**config.mk**
```make
export PLATFORM = sky130hd
export DESIGN_NAME = fetch_sequencer
export DESIGN_NICKNAME = d
export VERILOG_FILES = /design/src/rtl/fetch_pkg.sv /design/src/rtl/fetch_sequencer.sv
export SDC_FILE = /design/constraint.sdc
export NUM_CORES = 1
export LEC_CHECK = 0
export CORE_AREA = 2 2 92 161
export CTS_BUF_LIST = sky130_fd_sc_hd__clkbuf_16
export DETAILED_ROUTE_END_ITERATION = 10
export DIE_AREA = 0 0 94 163
export PLACE_DENSITY_LB_ADDON = 0.25
export SYNTH_ARGS = -nofsm -noshare
export SYNTH_HDL_FRONTEND = slang
export SYNTH_SLANG_ARGS = --single-unit
```
**constraint.sdc**
```tcl
create_clock -name clock -period 2.49 [get_ports clock]
set_clock_uncertainty 0.15 [all_clocks]
set_input_delay 0.3735 -clock clock [delete_from_list [all_inputs] [get_ports clock]]
set_output_delay 0.3735 -clock clock [all_outputs]
set_load 0.03 [all_outputs]
```
**src/rtl/fetch_pkg.sv**
```systemverilog
// Shared types and default sizes for the instruction-fetch path.
// Decode and the top level reuse pc_t so PC widths stay consistent.
package fetch_pkg;

   localparam int unsigned DEFAULT_ADDR_WIDTH = 32;
   localparam int unsigned DEFAULT_DATA_WIDTH = 32;
   localparam logic [DEFAULT_DATA_WIDTH-1:0] DEFAULT_HALT_WORD = 32'hFFFF_FFFF;

   typedef logic [DEFAULT_ADDR_WIDTH-1:0] pc_t;

   typedef enum logic [1:0] {
      IDLE   = 2'd0,
      FETCH  = 2'd1,
      HOLD   = 2'd2,
      HALTED = 2'd3
   } fetch_state_t;

endpackage

```
**src/rtl/fetch_sequencer.sv**
```systemverilog
// Instruction-fetch controller: owns the PC, sequences memory reads and
// hands fetched words to decode over a valid/ready handshake.
module fetch_sequencer
   import fetch_pkg::*;
#(
   parameter int unsigned ADDR_WIDTH = DEFAULT_ADDR_WIDTH,
   parameter int unsigned DATA_WIDTH = DEFAULT_DATA_WIDTH,
   parameter logic [ADDR_WIDTH-1:0] PC_STEP = 1,
   parameter logic [ADDR_WIDTH-1:0] RESET_PC = '0,
   parameter logic [DATA_WIDTH-1:0] HALT_WORD = DEFAULT_HALT_WORD
) (
   input  logic                  clock,
   input  logic                  reset,
   input  logic                  start,
   input  logic                  redirect_valid,
   input  logic [ADDR_WIDTH-1:0] redirect_pc,
   output logic                  mem_req,
   output logic [ADDR_WIDTH-1:0] mem_addr,
   input  logic [DATA_WIDTH-1:0] mem_rdata,
   input  logic                  mem_ack,
   output logic                  instr_valid,
   input  logic                  instr_ready,
   output logic [DATA_WIDTH-1:0] instr_data,
   output logic [ADDR_WIDTH-1:0] instr_pc,
   output logic [ADDR_WIDTH-1:0] pc,
   output logic                  halted,
   output logic [31:0]           fetch_count
);

   fetch_state_t            r_state;
   fetch_state_t            w_nextState;
   logic [ADDR_WIDTH-1:0]   r_pc;
   logic [ADDR_WIDTH-1:0]   w_nextPc;
   logic [DATA_WIDTH-1:0]   r_instrData;
   logic [ADDR_WIDTH-1:0]   r_instrPc;
   logic [31:0]             r_fetchCount;
   logic                    w_capture;
   logic                    w_accept;

   always_ff @(posedge clock) begin
      if (reset) begin
         r_state <= IDLE;
      end else begin
         r_state <= w_nextState;
      end
   end

   // Redirect outranks memory completion and decode acceptance in every state.
   always_comb begin
      w_nextState = r_state;
      w_nextPc    = r_pc;
      w_capture   = 1'b0;
      w_accept    = 1'b0;
      case (r_state)
         IDLE: begin
            if (redirect_valid) begin
               w_nextPc = redirect_pc;
            end else if (start) begin
               w_nextState = FETCH;
            end
         end
         FETCH: begin
            if (redirect_valid) begin
               w_nextPc = redirect_pc;
            end else if (mem_ack) begin
               w_capture   = 1'b1;
               w_nextPc    = r_pc + PC_STEP;
               w_nextState = HOLD;
            end
         end
         HOLD: begin
            if (redirect_valid) begin
               w_nextPc    = redirect_pc;
               w_nextState = FETCH;
            end else if (instr_ready) begin
               w_accept    = 1'b1;
               w_nextState = (r_instrData == HALT_WORD) ? HALTED : FETCH;
            end
         end
         HALTED: begin
            if (redirect_valid) begin
               w_nextPc    = redirect_pc;
               w_nextState = FETCH;
            end
         end
         default: w_nextState = IDLE;
      endcase
   end

   always_ff @(posedge clock) begin
      if (reset) begin
         r_pc         <= RESET_PC;
         r_instrData  <= '0;
         r_instrPc    <= '0;
         r_fetchCount <= '0;
      end else begin
         r_pc <= w_nextPc;
         if (w_capture) begin
            r_instrData <= mem_rdata;
            r_instrPc   <= r_pc;
         end
         if (w_accept) begin
            r_fetchCount <= r_fetchCount + 32'd1;
         end
      end
   end

   assign mem_req     = (r_state == FETCH);
   assign instr_valid = (r_state == HOLD);
   assign halted      = (r_state == HALTED);
   assign mem_addr    = r_pc;
   assign pc          = r_pc;
   assign instr_data  = r_instrData;
   assign instr_pc    = r_instrPc;
   assign fetch_count = r_fetchCount;

endmodule

```
==> reports/results.ini, run 1 <==
[floorplanning]
rows = 58
coreArea_sq_mm = 0.01415
die_width_um = 94
dieArea_sq_mm = 0.01532
die_y_um = 163
io_pins = 233
initial_core_util_pct = 42.96

[route]
dr.pass1.iters = 4
wl_per_cell_um = 15.95
drt_wl_total_um = 18430
drc = 0
ant_nets = 0
dr_total_vias = 5923
viasPerCell = 5.124
drt_iter0_drc = 263

[synth]
ys_types = 44
synth_edf_count = 0
ys_top_cells_by_area = dfxtp_1 43%, nand2_1 10%, a21oi_1 6.7%, xnor2_1 5.8%, buf_4 4.1%
ys_warn_count = 0
ys_ff_latch = 130
synth.most_common_cell = nand2_1
syn-mean-instance-area_sq_um = 8.085
syn-instance-count = 752
synth_area_sq_mm = 0.006080
synth_largest_type_area_fraction_pct = 42.81
ys_seq_area_share_pct = 42.81
synth.largest_area_cell = dfxtp_1
yosys-top-cells-count = 166 x nand2_1, 130 x dfxtp_1, 81 x a21oi_1
synth_flop_cell = dfxtp_1
syn_nets = 829
async_flop_share_pct = 0

[power]
switching_share_pct = 28.40
p_int_mw = 3.793
p_per_area_mw_per_mm2 = 584.2
power.switching_mw = 1.504
finalPower_mw = 5.297
clockPowerShare_pct = 42.5
seqPwrFrac_pct = 41.7
leakagePower_nw = 3.061
vdd_ir_drop_max_mv = 0.4674
combPwrFrac_pct = 15.8

[sta]
rsz0062_at_grt = no
slew_headroom_pct = 61.89
whs_ps = 297.3
hold_viol_final = 0
setup_tns_ps = 0
max_freq_mhz = 417.0
worstMarginPinSlew_ps = 571.6
setup_viol = 0
period_needed_ps = 2398
final.period_utilization_pct = 96.31
drv_slew = 0

[placement]
portBuffers = 232
gp_congestion = 0.8541
dp_hpwl_um = 13510

[worst_setup_path]
path_class = register to output pin
cp_max_fo = 6
crit_family = buffers and inverters
worst_path_max_delay_cell = clkdlybuf4s50_1
reg2reg_depth = 5
required_ps = 1970
critPathBufInv = 2
cpPeakStageDelay_ps = 720
worstPathCellList = inv_1, ha_1, clkdlybuf4s50_1
worst-endpoint-arrival_ps = 1870
cp.depth = 3
critPathLaunchType = register
cp-end-kind = output pin

[global_route]
grt_busiest_layer = met2
grt_pass1_wl_um = 28760
grt_usage_pct = 23.88
grt_max_degree = 65
grtUsageMet2_pct = 43.86
grt_antenna_before_repair = 0
grt_overflow = 0
grt_pass1_vias = 5676
use_met3_pct = 5.923
met1_usage_pct = 25.89

[clock_network]
cts_buffers = 17
cts_hold_buf = 0
cts.reportedPaths.clkPinSlew_ps = 60
htree_levels = 4
cts_tree = yes
cts_buffer_depth = 2
clk_latency_ps = 410
cts_root_buffer = clkbuf_16
clock_sinks = 130

[hold_path]
min_delay_path_depth = 2
hold_path_class = input port to register

[finish]
num_antenna_cells = 0
n_fill_cell = 1221
drive_above_1_share_pct = 9.324
final_util_pct = 64.08
design.final.nets = 1040
syn2layout_area_growth_pct = 49.15

[flow_run]
drv_cap = 0

[outcome]
status = complete, no violations

logic make-up after synthesis:
group                      after synthesis  share of synthesized area (%)
adders and majority gates                7                          1.441
DFF                                    130                          42.81
AOI/OAI and AO/OA                      116                          11.07
xor gates and xnor gates                55                          7.924
muxes                                    1                         0.1646
and+or+nand+nor                        356                          29.02
buffers and inverters                   87                          7.574
worst reg2reg max path, cell delays in order (launching register included):
cell	delay (ps)
dfxtp_1	410
nand3_1	210
or4_1	750
nor4_2	390
xnor2_1	160
nor2_1	50
flip-flops by register name, summed over array words and instances, names as in the netlist:
register and cells:
fetch_count 32, r_state 2, instr_pc 32, instr_data 32, mem_addr 32
placed cells by master (no fill, tap or decap), drive strengths merged, types with 7 or more instances in the layout:
cell type and n:
a211oi 14, a21oi 81, and3 8, and4 10
buf 36, clkbuf 17, clkdlybuf4s50 230, dfxtp 130
ha 7, inv 17, nand2 166, nand3 24
nand4 29, nor2 56, nor3 18, nor4 23
or3 7, xnor2 40, xor2 15
worst paths after layout:
check	endpoint	startpoint	slack, ps
max	instr_valid	r_state[0]	90
max reg2reg	fetch_count[28]	fetch_count[3]	250
min	mem_addr[1]	reset	300
min reg2reg	instr_pc[21]	instr_pc[21]	300
per-stage QoR:
step | worst slack [ps] | instances | area (sq um)
2_1_floorplan | 276.7 | 752 | 6080
3_5_place_dp | 122.6 | 1124 | 8528
6_report | 91.84 | 1156 | 9067
4_1_cts | 20.74 | 1156 | 9065
5_1_grt | 32.14 | 1156 | 9067
3_3_place_gp | 177.1 | 1124 | 8528
power by group through the flow:
| stage | logic [mW] | clock network [mW] | registers, mW |
|---|---|---|---|
| 6_report | 0.837 | 2.25 | 2.21 |
| 5_1_grt | 0.893 | 2.38 | 2.22 |
| 4_1_cts | 0.843 | 2.29 | 2.21 |
| 3_5_place_dp | 0.839 | 0 | 2.26 |
| 3_3_place_gp | 0.832 | 0 | 2.25 |
| 2_1_floorplan | 0.341 | 0 | 2.37 |
layout make-up:
cell class,instances,area [sq um],area share [%]
Clock buffer,17,425.4,4.692
Tap cell,180,225.2,2.484
Inverter,12,45.04,0.4968
Sequential cell,130,2603,28.70
Timing Repair Buffer,267,2635,29.06
Multi-Input combinational cell,535,3023,33.34
Clock inverter,15,111.4,1.228
timing repair:
action | CTS | global route
resized for setup | 0 | 1
setup buffers | 0 | 0
setup endpoints to repair | 0 | 1
layer usage:
layer  vias up  share of wire, %
met3        31               5.1
met1      2755                38
met2       169                54
met5         -                 0
met4         0               2.5
li1       2968                 -
Power figures use the tool's default switching activity.
==> run 2, diff against run 1 <==
ABC_AREA = 1   (was unset)
CORE_AREA = 2 2 95 165   (was 2 2 92 161)
DIE_AREA = 0 0 97 167   (was 0 0 94 163)
REMOVE_ABC_BUFFERS = 1   (was unset)
==> reports/results.ini, run 2 <==
[worst_setup_path]
worstPathCellList = inv_1, ha_1, clkdlybuf4s50_1
cpPeakStageDelay_ps = 710  ; about the same
r2r-start = r_state[0]
reg2reg_depth = 9  ; +4
worst-endpoint-arrival_ps = 1820  ; -50 ps
worst_path_max_delay_cell = clkdlybuf4s50_1
critPathLaunch = r_state[0]
required_ps = 1970  ; about the same
r2r_slack_ps = 310  ; +60 ps
cp-end-kind = output pin
cp_max_fo = 4  ; -2
path_class = register to output pin
timing.rr.end = fetch_count[18]
critPathLaunchType = register

[synth]
synth.most_common_cell = nand2_1
synth_top_family_by_area = simple AND/OR/NAND/NOR gates
yosys.area_share.simple_pct = 33.60  ; +4.6 points
synth.largest_area_cell = dfxtp_1
async_flop_share_pct = 0  ; unchanged
synth_largest_type_area_fraction_pct = 38.68  ; -4.1 points
syn-instance-count = 1030  ; +37%
synth_mux_area_share_pct = 0  ; -0.16 points
syn-mean-instance-area_sq_um = 6.533  ; -19%
ys_types = 36  ; -18%
synthAdderAreaFrac_pct = 1.302  ; -0.14 points
ys_seq_area_share_pct = 38.68  ; -4.1 points
synth_area_sq_mm = 0.006729  ; +11%
ys_ff_latch = 130  ; unchanged
ys_top_cells_by_area = dfxtp_1 39%, nand2_1 12%, nor2_1 12%, o21ai_0 6.8%, a21oi_1 4.9%
synth_compound_area_share_pct = 14.99  ; +3.9 points
synth_flop_cell = dfxtp_1
ys_warn_count = 0  ; unchanged
synth-xor-area-share_pct = 0.2603  ; -7.7 points
synth_edf_count = 0  ; unchanged
yosys-top-cells-count = 224 x nand2_1, 220 x nor2_1, 130 x dfxtp_1

[global_route]
grt_usage_pct = 26.98  ; +3.1 points
grt_pass1_vias = 7170  ; +26%
use_met3_pct = 5.245  ; -0.68 points
grt_busiest_layer = met2
grt_max_degree = 87  ; +34%
grt_overflow = 0  ; unchanged
grt_pass1_wl_um = 35290  ; +23%
met1_usage_pct = 27.16  ; +1.3 points
grtUsageMet2_pct = 51.54  ; +7.7 points
grt_antenna_before_repair = 0  ; unchanged

[route]
ant_nets = 0  ; unchanged
viasPerCell = 5.183  ; +1.1%
drc = 0  ; unchanged
wl_per_cell_um = 15.60  ; -2.2%
drt_iter0_drc = 358  ; +36%
dr.pass1.iters = 5  ; +1
drt_wl_total_um = 22210  ; +20%
dr_total_vias = 7380  ; +25%

[finish]
finalNonFillerCells = 1424  ; +23%
mostFrequentLayoutCell = clkdlybuf4s50_1
design.final.nets = 1305  ; +25%
num_antenna_cells = 0  ; unchanged
layout_common_cells = 232 x clkdlybuf4s50_1, 224 x nand2_1, 220 x nor2_1
syn2layout_area_growth_pct = 43.44
n_fill_cell = 1377  ; +13%
drive_above_1_share_pct = 5.399  ; -3.9 points

[sta]
hold_viol_final = 0  ; unchanged
max_freq_mhz = 426.3  ; +2.2%
slew_headroom_pct = 68.77  ; +6.9 points
rsz0062_at_grt = no
drv_slew = 0  ; unchanged
period_needed_ps = 2346  ; -52.29 ps
worstMarginPinSlew_ps = 467.5  ; -104.1 ps
final.period_utilization_pct = 94.21  ; -2.1 points
setup_viol = 0  ; unchanged
whs_ps = 326.4  ; +29.12 ps

[placement]
portBuffers = 232  ; unchanged
placed_cells = 1392  ; +24%
dp_hpwl_um = 16550  ; +22%
gp_congestion = 0.9354  ; +9.5%

[floorplanning]
coreArea_sq_mm = 0.01484  ; +4.9%
rows = 59  ; +1.7%
die_y_um = 167  ; +2.5%
dieArea_sq_mm = 0.01620  ; +5.7%
io_pins = 233  ; unchanged
die_width_um = 97  ; +3.2%
initial_core_util_pct = 45.35  ; +2.4 points

[power]
vdd_ir_drop_max_mv = 0.4739  ; +1.4%
p_int_mw = 4.284  ; +13%
power.switching_mw = 1.979  ; +32%
leakagePower_nw = 3.692  ; +21%
switching_share_pct = 31.60  ; +3.2 points
combPwrFrac_pct = 23.3  ; +7.5 points
clockPowerShare_pct = 38.8  ; -3.7 points
p_per_area_mw_per_mm2 = 648.9  ; +11%
seqPwrFrac_pct = 37.9  ; -3.8 points

[hold_path]
min_from = instr_data[8]
holdPathEnd = instr_data[8]
min_delay_path_depth = 2  ; unchanged
hold_path_class = register to register

[clock_network]
post-cts-setup-buffers = 0  ; unchanged
cts_buffers = 17  ; unchanged
cts_tree = yes
cts_buffer_depth = 2  ; unchanged
cts_hold_buf = 0  ; unchanged
clock_sinks = 130  ; unchanged
htree_levels = 4  ; unchanged
clk_latency_ps = 420  ; about the same
cts.reportedPaths.clkPinSlew_ps = 60  ; about the same
cts_root_buffer = clkbuf_16
ctsResizeCount = 0  ; unchanged

[outcome]
status = complete, no violations

[flow_run]
drv_cap = 0  ; unchanged

## run 2: critical path: cells and delay by family (launching register included)
kind	cells	cell delay [ps]
fa+ha+maj	1	250
buf+inv	2	820
flops	1	340
## run 2: metrics by stage
stage	utilization, %	power (mW)	area (sq um)	worst slack [ps]	setup TNS, ps
final	65.05	6.263	9652	144.1	0
after floorplan	-	3.150	6319	-2360	-111530
after detailed placement	61.20	3.877	9081	157.1	0
after global routing	65.05	6.499	9652	46.23	0
after global placement	61.20	3.858	9081	203.4	0
after CTS	65.05	6.307	9652	120.5	0
## run 2: area by class of cell
| type | instances | area (sq um) | share of cell area, % |
|---|---|---|---|
| repair buffers | 251 | 2527 | 26.19 |
| clock buffers | 17 | 425.4 | 4.408 |
| well taps | 183 | 229.0 | 2.372 |
| multi-input cells | 737 | 3381 | 35.03 |
| flip-flops and latches | 130 | 2603 | 26.96 |
| inverters | 91 | 341.6 | 3.539 |
| clock inverters | 15 | 145.1 | 1.504 |
## run 2: power groups by stage
stage / Clock (mW) / Sequential [mW] / Combinational [mW]
2_1_floorplan: 0 / 2.77 / 0.383
3_3_place_gp: 0 / 2.41 / 1.44
3_5_place_dp: 0 / 2.42 / 1.46
4_1_cts: 2.47 / 2.37 / 1.47
5_1_grt: 2.54 / 2.40 / 1.56
6_report: 2.43 / 2.37 / 1.46
## run 2: per-layer routing
metal / part of all wire (%) / up-vias
met5: 0 / -
met4: 4.8 / 0
met3: 6.2 / 71
met2: 54 / 274
met1: 35 / 3346
li1: - / 3689
## run 2: logic make-up after synthesis
kind of cell | count (synthesis)
fa+ha+maj | 7
simple gates | 541
compound gates | 187
flops | 130
xor+xnor | 2
buf+inv | 163
## run 2: how the worst max path moves through the flow
stage | endpoint | slack (ps) | depth (start not counted)
after floorplan | instr_data[12] | -2360 | 7
after global placement | fetch_count[18] | 200 | 8
after detailed placement | fetch_count[18] | 160 | 9
after CTS | instr_valid | 120 | 3
after global routing | instr_valid | 50 | 3
final | instr_valid | 140 | 3
==> run 3, diff against run 2 <==
CORE_AREA = 2 2 94 164   (was 2 2 95 165)
CTS_BUF_LIST = sky130_fd_sc_hd__clkbuf_4   (was sky130_fd_sc_hd__clkbuf_16)
DIE_AREA = 0 0 96 166   (was 0 0 97 167)
HOLD_SLACK_MARGIN = 0.03   (was unset)
==> reports/results.ini, run 3 (synthesis gave the netlist of run 2 again) <==
[outcome]
status = complete, no violations

[route]
viasPerCell = 5.171  ; -0.23%
drc = 0  ; unchanged
drt_wl_total_um = 21840  ; -1.6%
dr.pass1.iters = 5  ; unchanged
drt_iter0_drc = 313  ; -13%
ant_nets = 0  ; unchanged
dr_total_vias = 7353  ; -0.37%
wl_per_cell_um = 15.36  ; -1.5%

[worst_setup_path]
critPathLaunchType = register
cpPeakStageDelay_ps = 710  ; about the same
worstPathCellList = ha_1, clkdlybuf4s50_1
critPathLaunch = r_state[0]
worst-endpoint-arrival_ps = 1850  ; +30 ps
cp-end-kind = output pin
worst_path_max_delay_cell = clkdlybuf4s50_1
required_ps = 1970  ; about the same
cp_max_fo = 4  ; unchanged
path_class = register to output pin
r2r-start = mem_addr[1]

[global_route]
grt_overflow = 0  ; unchanged
grt_max_degree = 102  ; +17%
grt_antenna_before_repair = 1  ; +1
grt_pass1_vias = 7198  ; +0.39%
grt_usage_pct = 27.80  ; +0.82 points
grt_pass1_wl_um = 34780  ; -1.4%

[clock_network]
cts_buffer_depth = 2  ; unchanged
clock_sinks = 130  ; unchanged
clk_latency_ps = 550  ; +130 ps
cts_buffers = 17  ; unchanged
cts.reportedPaths.clkPinSlew_ps = 140  ; +80 ps
cts_root_buffer = clkbuf_4
cts_tree = yes
htree_levels = 4  ; unchanged

[sta]
slew_headroom_pct = 68.38  ; -0.38 points
worstMarginPinSlew_ps = 473.2  ; +5.708 ps
hold_viol_final = 0  ; unchanged
period_needed_ps = 2377  ; +31.14 ps
drv_slew = 0  ; unchanged
setup_viol = 0  ; unchanged
final.period_utilization_pct = 95.46  ; +1.3 points
max_freq_mhz = 420.7  ; -1.3%
rsz0062_at_grt = no

[finish]
layout_common_cells = 230 x clkdlybuf4s50_1, 224 x nand2_1, 220 x nor2_1
design.final.nets = 1303  ; -0.15%
n_fill_cell = 1372  ; -0.36%
mostFrequentLayoutCell = clkdlybuf4s50_1
final_util_pct = 63.79  ; -1.3 points
drive_above_1_share_pct = 5.412  ; +0.013 points
syn2layout_area_growth_pct = 39.27

[floorplanning]
initial_core_util_pct = 45.81  ; +0.46 points
dieArea_sq_mm = 0.01594  ; -1.6%
io_pins = 233  ; unchanged
coreArea_sq_mm = 0.01469  ; -1.0%
rows = 59  ; unchanged
die_y_um = 166  ; -0.60%
die_width_um = 96  ; -1.0%

[power]
vdd_ir_drop_max_mv = 0.3876  ; -18%
finalPower_mw = 5.504  ; -12%
leakagePower_nw = 3.574  ; -3.2%
p_per_area_mw_per_mm2 = 587.3  ; -9.5%

[placement]
dp_hpwl_um = 16390  ; -1.0%
gp_congestion = 0.9487  ; +1.4%
portBuffers = 232  ; unchanged

[flow_run]
drv_cap = 0  ; unchanged

[hold_path]
hold_path_class = input port to register
min_from = redirect_pc[1]

run 3: worst max-delay path: cells and delay by family, from the launching register on:
kind / cells / cell delay, ps
adders and majority gates: 1 / 200
buffers and inverters: 1 / 710
DFF: 1 / 410
run 3: final timing paths:
kind	end	slack (ps)	cells after the start
setup reg to reg	mem_addr[14]	230	9
hold reg to reg	instr_data[7]	340	2
setup / recovery	halted	110	2
hold / removal	mem_addr[1]	230	3
run 3: power breakdown:
part	internal [mW]	switching, mW
registers	2.22	0.162
clock network	0.808	0.881
logic	0.585	0.849
run 3: layout make-up:
| cell class | instances | area, sq um | share of cell area (%) |
|---|---|---|---|
| clock inverter | 14 | 202.7 | 2.163 |
| sequential | 130 | 2603 | 27.77 |
| inverter | 91 | 341.6 | 3.645 |
| clock buffer | 17 | 127.6 | 1.362 |
| multi-input combinational | 737 | 3381 | 36.07 |
| tap | 183 | 229.0 | 2.443 |
| timing repair buffer | 249 | 2485 | 26.52 |
| antenna | 1 | 2.502 | 0.02670 |
run 3: per-stage QoR:
step	hold slack (ps)	area (sq um)	TNS [ps]	worst slack, ps	std cells
2_1_floorplan	292.6	6319	-111530	-2360	958
6_report	230.9	9371	0	113.0	1422
3_3_place_gp	311.5	9041	0	230.9	1390
4_1_cts	218.1	9369	0	71.45	1421
5_1_grt	216.3	9371	0	3.538	1422
3_5_place_dp	324.1	9041	0	176.1	1390
run 3: what timing repair did:
item / CTS / global route
endpoints found under the setup margin: 2 / 0
hold buffers: 0 / 0
buffers inserted: 0 / 0
resized for setup: 2 / 0
endpoints found under the hold margin: 0 / 0
run 3: routing by layer:
metal | vias up | GRT usage (%) | part of all wire (%)
met5 | - | 0 | 0
met4 | 0 | 15.59 | 5.2
met3 | 80 | 5.445 | 5.4
met2 | 274 | 50.82 | 54
met1 | 3309 | 28.09 | 35
li1 | 3690 | - | -
